`src/rtl/gfsk_demod_integrate_dump.sv`:
```
// -----------------------------------------------------------------------------
// gfsk_demod_integrate_dump
//
// Oversampled GFSK discriminator with integrate-and-dump symbol decision.
// Each accepted I/Q sample is cross-multiplied with the sample DIFF_LAG
// strobes earlier, which gives a per-sample frequency metric. The metric is
// summed over SAMPLES_PER_SYMBOL samples, and one hard bit is emitted per
// symbol. The symbol phase can be realigned at run time with phase_clear.
//
// Optional feature: define GFSK_DEMOD_OFFSET_TRACK_EN to enable a leaky
// integrator that tracks the DC frequency offset. The integrator is updated
// once per symbol and subtracted from the decision metric.
//
// Ports:
//   clk                 clock
//   rst                 asynchronous active-high reset
//   i, q                signed I/Q sample (IQ_BIT_WIDTH bits)
//   iq_valid            sample strobe, arbitrary gaps allowed
//   phase_clear         with iq_valid: current sample is symbol phase 0
//   disc                signed per-sample discriminator (2W+1 bits)
//   disc_valid          disc strobe
//   signal_for_decision signed symbol metric (2W+1+log2(S) bits)
//   phy_bit             hard decision (metric > 0)
//   bit_valid           one-cycle pulse per completed symbol
//   freq_offset         signed offset estimate (0 without the feature)
//
// Pipeline: stage 1 = delay line / phase tag, stage 2 = cross product,
// stage 3 = integrate and decide.
// -----------------------------------------------------------------------------
module gfsk_demod_integrate_dump #(
  parameter int IQ_BIT_WIDTH       = 4,
  parameter int SAMPLES_PER_SYMBOL = 8,
  parameter int DIFF_LAG           = 1,
  parameter int OFFSET_SHIFT       = 3
) (
  input  logic                                                      clk,
  input  logic                                                      rst,
  input  logic signed [IQ_BIT_WIDTH-1:0]                            i,
  input  logic signed [IQ_BIT_WIDTH-1:0]                            q,
  input  logic                                                      iq_valid,
  input  logic                                                      phase_clear,
  output logic signed [2*IQ_BIT_WIDTH:0]                            disc,
  output logic                                                      disc_valid,
  output logic signed [2*IQ_BIT_WIDTH+$clog2(SAMPLES_PER_SYMBOL):0] signal_for_decision,
  output logic                                                      phy_bit,
  output logic                                                      bit_valid,
  output logic signed [2*IQ_BIT_WIDTH+$clog2(SAMPLES_PER_SYMBOL):0] freq_offset
);

  localparam int W  = IQ_BIT_WIDTH;
  localparam int S  = SAMPLES_PER_SYMBOL;
  localparam int L  = DIFF_LAG;
  localparam int DW = 2 * W + 1;
  localparam int A  = DW + $clog2(S);
  localparam int PW = (S > 1) ? $clog2(S) : 1;

  if (W < 2 || W > 16 || S < 1 || S > 32 || (S & (S - 1)) != 0 ||
      L < 1 || L > S || OFFSET_SHIFT < 1 || OFFSET_SHIFT > 8) begin : g_param_check
    $error("gfsk_demod_integrate_dump: parameter out of range");
  end

  // Full-precision cross product; the 2W+1 width cannot overflow.
  function automatic logic signed [DW-1:0] cross_prod(
    input logic signed [W-1:0] i_old,
    input logic signed [W-1:0] q_new,
    input logic signed [W-1:0] i_new,
    input logic signed [W-1:0] q_old
  );
    logic signed [DW-1:0] a, b, c, d;
    a = i_old;
    b = q_new;
    c = i_new;
    d = q_old;
    return (a * b) - (c * d);
  endfunction

  // ---------------------------------------------------------------------------
  // Stage 1: delay line, phase tag
  // ---------------------------------------------------------------------------
  logic signed [W-1:0]  dly_i_q [L];
  logic signed [W-1:0]  dly_q_q [L];
  logic [PW-1:0]        phase_q;
  logic [PW-1:0]        phase_d;
  logic                 first_d;
  logic                 last_d;

  logic                 vld_p1_q;
  logic signed [W-1:0]  cur_i_p1_q;
  logic signed [W-1:0]  cur_q_p1_q;
  logic signed [W-1:0]  old_i_p1_q;
  logic signed [W-1:0]  old_q_p1_q;
  logic                 first_p1_q;
  logic                 last_p1_q;

  // With S=1 every sample is phase 0 and therefore also the last one.
  always_comb begin
    phase_d = '0;
    if (!phase_clear && S > 1) begin
      phase_d = phase_q + PW'(1);
    end
    first_d = (phase_d == '0);
    last_d  = (phase_d == PW'(S - 1));
  end

  always_ff @(posedge clk or posedge rst) begin
    if (rst) begin
      for (int k = 0; k < L; k++) begin
        dly_i_q[k] <= '0;
        dly_q_q[k] <= '0;
      end
      phase_q    <= '0;
      vld_p1_q   <= 1'b0;
      cur_i_p1_q <= '0;
      cur_q_p1_q <= '0;
      old_i_p1_q <= '0;
      old_q_p1_q <= '0;
      first_p1_q <= 1'b0;
      last_p1_q  <= 1'b0;
    end else begin
      vld_p1_q <= iq_valid;
      if (iq_valid) begin
        cur_i_p1_q <= i;
        cur_q_p1_q <= q;
        old_i_p1_q <= dly_i_q[L-1];
        old_q_p1_q <= dly_q_q[L-1];
        dly_i_q[0] <= i;
        dly_q_q[0] <= q;
        for (int k = 1; k < L; k++) begin
          dly_i_q[k] <= dly_i_q[k-1];
          dly_q_q[k] <= dly_q_q[k-1];
        end
        phase_q    <= phase_d;
        first_p1_q <= first_d;
        last_p1_q  <= last_d;
      end
    end
  end

  // ---------------------------------------------------------------------------
  // Stage 2: discriminator
  // ---------------------------------------------------------------------------
  logic                 vld_p2_q;
  logic signed [DW-1:0] disc_p2_q;
  logic                 first_p2_q;
  logic                 last_p2_q;

  always_ff @(posedge clk or posedge rst) begin
    if (rst) begin
      vld_p2_q   <= 1'b0;
      disc_p2_q  <= '0;
      first_p2_q <= 1'b0;
      last_p2_q  <= 1'b0;
    end else begin
      vld_p2_q <= vld_p1_q;
      if (vld_p1_q) begin
        disc_p2_q  <= cross_prod(old_i_p1_q, cur_q_p1_q, cur_i_p1_q, old_q_p1_q);
        first_p2_q <= first_p1_q;
        last_p2_q  <= last_p1_q;
      end
    end
  end

  // ---------------------------------------------------------------------------
  // Stage 3: integrate and dump, decision
  // ---------------------------------------------------------------------------
  logic signed [A-1:0]  acc_q;
  logic signed [A-1:0]  disc_ext;
  logic signed [A-1:0]  acc_total;
  logic signed [A-1:0]  metric_d;
  logic signed [A-1:0]  offset_est;
  logic signed [A-1:0]  metric_p3_q;
  logic                 bit_p3_q;
  logic                 vld_p3_q;
  logic                 dump;

  assign disc_ext = disc_p2_q;
  assign dump     = vld_p2_q && last_p2_q;

  // acc_total includes the current sample so the dump needs no extra cycle.
  always_comb begin
    acc_total = first_p2_q ? disc_ext : (acc_q + disc_ext);
    metric_d  = acc_total - offset_est;
  end

  always_ff @(posedge clk or posedge rst) begin
    if (rst) begin
      acc_q       <= '0;
      metric_p3_q <= '0;
      bit_p3_q    <= 1'b0;
      vld_p3_q    <= 1'b0;
    end else begin
      vld_p3_q <= dump;
      if (vld_p2_q) begin
        acc_q <= acc_total;
      end
      if (dump) begin
        metric_p3_q <= metric_d;
        bit_p3_q    <= (metric_d > 0);
      end
    end
  end

`ifdef GFSK_DEMOD_OFFSET_TRACK_EN
  // Leaky integrator; the decision above already used the pre-update value.
  logic signed [A-1:0] offset_q;

  always_ff @(posedge clk or posedge rst) begin
    if (rst) begin
      offset_q <= '0;
    end else if (dump) begin
      offset_q <= offset_q + (metric_d >>> OFFSET_SHIFT);
    end
  end

  assign offset_est = offset_q;
`else
  assign offset_est = '0;
`endif

  assign disc                = disc_p2_q;
  assign disc_valid          = vld_p2_q;
  assign signal_for_decision = metric_p3_q;
  assign phy_bit             = bit_p3_q;
  assign bit_valid           = vld_p3_q;
  assign freq_offset         = offset_est;

endmodule

```
`config.mk`:
```
export PLATFORM = sky130hd
export DESIGN_NAME = gfsk_demod_integrate_dump
export DESIGN_NICKNAME = d
export VERILOG_FILES = /design/src/rtl/gfsk_demod_integrate_dump.sv
export SDC_FILE = /design/constraint.sdc
export NUM_CORES = 1
export LEC_CHECK = 0
export BUFFER_PORTS_ARGS = -buffer_cell sky130_fd_sc_hd__buf_2
export CORE_MARGIN = 3
export CORE_UTILIZATION = 50
export DETAILED_ROUTE_END_ITERATION = 16
export PLACE_DENSITY_LB_ADDON = 0.08
export SLEW_MARGIN = 40
export SYNTH_ARGS = -nofsm -noshare
export SYNTH_HDL_FRONTEND = slang
export SYNTH_SLANG_ARGS = --single-unit
```
`constraint.sdc`:
```
create_clock -name clk -period 4 [get_ports clk]
set_input_delay 0.4 -clock clk [delete_from_list [all_inputs] [get_ports clk]]
set_output_delay 0.4 -clock clk [all_outputs]
set_load 0.02 [all_outputs]
```
---- After elaboration in Yosys (flattened, before gate mapping) ----
Cells that the tools add are included.
word-level totals
  bits in registers ....................... 60
  latch bits .............................. 0
  RAM bits ................................ 0
  ROM bits ................................ 0
  output and inout bits ................... 36
  memories ................................ 0
cells by class
  add/subtract/negate cells ............... 3
  multipliers ............................. 2
  div/mod/pow operators ................... 0
  $lt $le $gt $ge ......................... 1
  eq/ne operators ......................... 1
  shift-type cells ........................ 0
  muxes and demuxes ....................... 2
  bitwise gates (word level) .............. 0
  reductions and logical operators ........ 2
operators by type and width
  kind                                                             number
  multiplier 4 x 4 -> 8 bit                                        2
  adder 12 x 9 -> 12 bit                                           1
  greater-than comparator 12 x 1 -> 1 bit (second input constant)  1
  two-way mux 12 bit                                               1
  subtractor 8 x 8 -> 9 bit                                        1
  adder 3 x 1 -> 3 bit (second input constant)                     1
  equality test 3 bit (second input constant)                      1
  logical NOT 3 bit                                                1
  two-way mux 3 bit                                                1
  logical AND 1 bit                                                1

---- Depth between registers and ports, before layout ----
  word-level depth ........................ 3
  gate-level depth with buffers ........... 18

---- Worst setup path before layout ----
OpenSTA, ideal clock, no wires.
  kind .................................... register to register
  start ................................... reg cur_q_p1_q[0]
  end ..................................... reg disc_p2_q[8] (netlist: disc[8])
  setup time .............................. 125 ps
  arrival time ............................ 4285 ps
  required time ........................... 3875 ps
  setup slack ............................. -409 ps
  stages on the path, launching flop included .. 19
  buffers on the path ..................... 0
  period minus slack after synthesis ...... 4409 ps
  cells stage by stage .................... dfrtp_1 nand2_1 fa_1 inv_1 fa_1 inv_1 ha_1 inv_1 fa_1 inv_1 fa_1 inv_1 ha_1 a31oi_1 o21ai_0 a21o_1 a21oi_1 xnor2_1 mux2_2
between the ends
  longest elaborated chain between the ends .. 2
RTL lines
  element                    line  source
  start: declaration         89    logic signed [W-1:0] cur_q_p1_q;
  start signal: assignment   123   cur_q_p1_q <= q;
  multiplier 4 x 4 -> 8 bit  74    return (a * b) - (c * d);
  subtractor 8 x 8 -> 9 bit  74
  end signal: assignment     156   disc_p2_q <= cross_prod(old_i_p1_q, cur_q_p1_q, cur_i_p1_q, old_q_p1_q);
  end: declaration           143   logic signed [DW-1:0] disc_p2_q;
Every way passes these cells.
A chain may end at the register's enable or synchronous reset.

---- Worst setup path after layout ----
  start ................................... reg old_i_p1_q[3]
  end ..................................... reg disc_p2_q[8] (netlist: disc[8])
between the ends
  longest elaborated chain between the ends .. 2
RTL lines
  element                    line  source
  start: declaration         90    logic signed [W-1:0] old_i_p1_q;
  start signal: assignment   124   old_i_p1_q <= dly_i_q[L-1];
  multiplier 4 x 4 -> 8 bit  74
  subtractor 8 x 8 -> 9 bit  74
Every way passes these cells.

==> impl_metrics.toml <==
[status]
status = "finished, violations left"
violations = "setup timing"

[clocking]
htree_levels = 3
clock_latency_ps = 340
path_clk_slew_ps = 70
cts_sinks = 60
cts_buffers = 9
clockBufferDepth = 2
cts_tree = "yes"
hold_buffers = 0
cts-root-buf = "clkbuf_8"

[synth]
synth_top_family_by_area = "adder cells"
synthMuxAreaShare_pct = 8.64
syn_area_sq_um = 4330
synth_xor_area_share_pct = 4.25
seq_area_frac_synth_pct = 34.7
ys_warn_count = 0
avgSynthCellArea_sq_um = 10.2
synth-adder-area-share_pct = 23.8
synth.distinct_cells = 43
synth_compound_area_share_pct = 10.7
ys_seq_elements = 60
syn_inst = 423
synth_simple_gate_area_share_pct = 10.3

[floorplanning]
die_area_sq_um = 9820
fp.dieH_um = 99.1
initial_core_util_pct = 52.2
boundaryPins = 48
fp.coreArea_sq_um = 8300
die_w_um = 99.1
fp-row-count = 33

[final_layout]
drive_gt1_share_pct = 28.6
syn2layout_area_growth_pct = 19.3
num_antenna_cells = 0
fin_cells = 598
final_cell_mix = "60 x dfrtp_1, 45 x inv_1, 35 x buf_2"
layout_commonest_cell = "dfrtp_1"
design_area_sq_um = 5170
nets = 566

[worst_setup_path]
rrSetupSlack_ps = -220
critPathKind = "reg2reg"
required_ps = 4220
cp_max_fo = 4
cp.arrival_ps = 4430
worstSetupEndpointType = "flop"
startpoint_type = "flop"

[detailed_routing]
post_drt_wl_per_cell_um = 14.1
drt_iter0_markers = 83
dr_wl_met2_mm = 3.71
drt_pass1_iterations = 6
wl_met1_mm = 4.26
drc = 0
dr.max_layer_used = "met4"
vias_per_cell = 5.03
final_antenna_net_count = 0
wl_met3_um = 285
num_vias = 3007
wl_mm = 8.42

[sta]
fin_crit_ps = 4220
worst_slack_ps = -218
tightest_slew_ps = 562
finClkSkew_ps = 9.56
clock.fmax_mhz = 237
fin_crit_sh_pct = 105
final_max_slew_viol_count = 0
whs_ps = 73.7
hold_viol_final = 0
rsz0062_at_grt = "yes"
setup_viol = 3
relSlewSlack_pct = 62.5

[global_routing]
grt_overflow_total = 0
grt_pass1_wl_mm = 14.5
first_global_vias = 3072
grt_antenna_before_repair = 0
grt_usage_pct = 18.8
grt_max_degree = 39

[place]
place_hpwl_mm = 6.64
dpl_cell_area_sq_um = 4850
portBuffers = 35
place_congestion = 0.914
dp.cells = 579

[run]
cap_violations = 0

[worst_hold_path]
hp-class = "in2async"
## what timing repair did
item / 4_1_cts / 5_1_grt
buffers inserted: 1 / 3
endpoints found under the hold margin: 0 / 0
pin swaps: 1 / 8
gates resized for setup: 3 / 12
setup endpoints to repair: 4 / 5
## worst paths after layout
check                      cells after the start                                 end                          startpoint
setup / recovery                              15                 disc[8]$_DFFE_PP0P_           old_i_p1_q[3]$_DFFE_PP0P_
hold / removal                                 2                 bit_valid$_DFF_PP0_                                 rst
setup reg to reg                              15                 disc[8]$_DFFE_PP0P_           old_i_p1_q[3]$_DFFE_PP0P_
hold reg to reg                                2  signal_for_decision[3]$_DFFE_PP0P_  signal_for_decision[3]$_DFFE_PP0P_
max in group asynchronous                      3                 disc[8]$_DFFE_PP0P_                                 rst
min in group clk                               3           cur_q_p1_q[3]$_DFFE_PP0P_                                q[3]
## routing by layer
metal  vias up  track usage, %
met1      1421            27.2
met2        51            27.7
met5         -               0
li1       1523               -
met4         0            6.72
met3        12            4.32
## synthesized netlist by cell type
cell      number  area share (%)
nand3b_1       1            0.17
a21o_1         5            0.87
o21ai_1        1            0.12
a31oi_1        5            0.72
a41oi_1        1            0.20
and3_4         1            0.26
fa_1          29              13
dfrtp_1       60              35
and3_1         1            0.14
buf_1          1           0.087
nand2b_1       3            0.43
nor3_1         4            0.46
and2_1        18             2.6
o41a_1         1            0.26
o21ai_0       15             1.7
nor2_1        25             2.2
xor2_1         5             1.0
conb_1         1           0.087
a211oi_1       2            0.35
a221oi_2       1            0.35
o21bai_1       2            0.35
nand2_1       32             2.8
xnor2_1       16             3.2
o31ai_1        1            0.17
nor2b_1        3            0.43
a21oi_1       27             3.1
nand4_1        1            0.14
a21oi_2        1            0.20
o221a_2        1            0.26
or4_4          1            0.26
nor4bb_1       1            0.23
ha_1          36              10
nand3_1        2            0.23
inv_1         52             4.5
o211ai_1       2            0.35
mux2i_1        7             1.6
o21a_1         4            0.69
clkbuf_1      10            0.87
o22ai_1        3            0.43
a2111o_1       1            0.26
mux2_2        27             7.0
buf_4         12             2.1
a211oi_2       1            0.29
## flip-flops by register name, summed over array words and instances, names as in the netlist
register             count
old_i_p1_q               4
acc_q                   12
phase_q                  3
vld_p1_q                 1
cur_i_p1_q               4
signal_for_decision     12
cur_q_p1_q               4
first_p2_q               1
phy_bit                  1
last_p1_q                1
old_q_p1_q               4
disc                     9
bit_valid                1
last_p2_q                1
disc_valid               1
first_p1_q               1
## logic make-up after synthesis
kind of cell	after synthesis
compound gates	74
buf+inv	75
fa+ha+maj	65
mux	34
simple gates	93
xor+xnor	21
other cells	1
flops	60
## metrics by stage
stage / util (%) / setup WS (ps) / setup TNS [ps]
after floorplan: - / -89.3 / -119
after global placement: 58.4 / -131 / -287
after detailed placement: 58.4 / -217 / -498
after CTS: 61.2 / -229 / -529
after global routing: 62.3 / -359 / -1040
final: 62.3 / -218 / -408
## critical path, stage by stage (launching register included)
cell	delay [ps]
dfrtp_1	410
and2_4	190
fa_2	590
inv_2	50
fa_1	490
inv_1	50
fa_1	450
fa_1	510
ha_4	290
ha_4	200
a21oi_2	140
o21ai_2	70
a21o_1	190
a21oi_2	140
xnor2_1	80
mux2_4	250
## area by class of cell
| class | count | area, sq um |
|---|---|---|
| Fill cell | 698 | 3130 |
| Multi-Input combinational cell | 299 | 2710 |
| Sequential cell | 60 | 1500 |
| Clock inverter | 4 | 73.8 |
| Tap cell | 105 | 131 |
| Timing Repair Buffer | 67 | 415 |
| Inverter | 52 | 195 |
| Clock buffer | 11 | 141 |
Power is left out: the tool's default activity adds up to more than one toggle a clock period on the data nets, which glitch-free logic cannot reach.
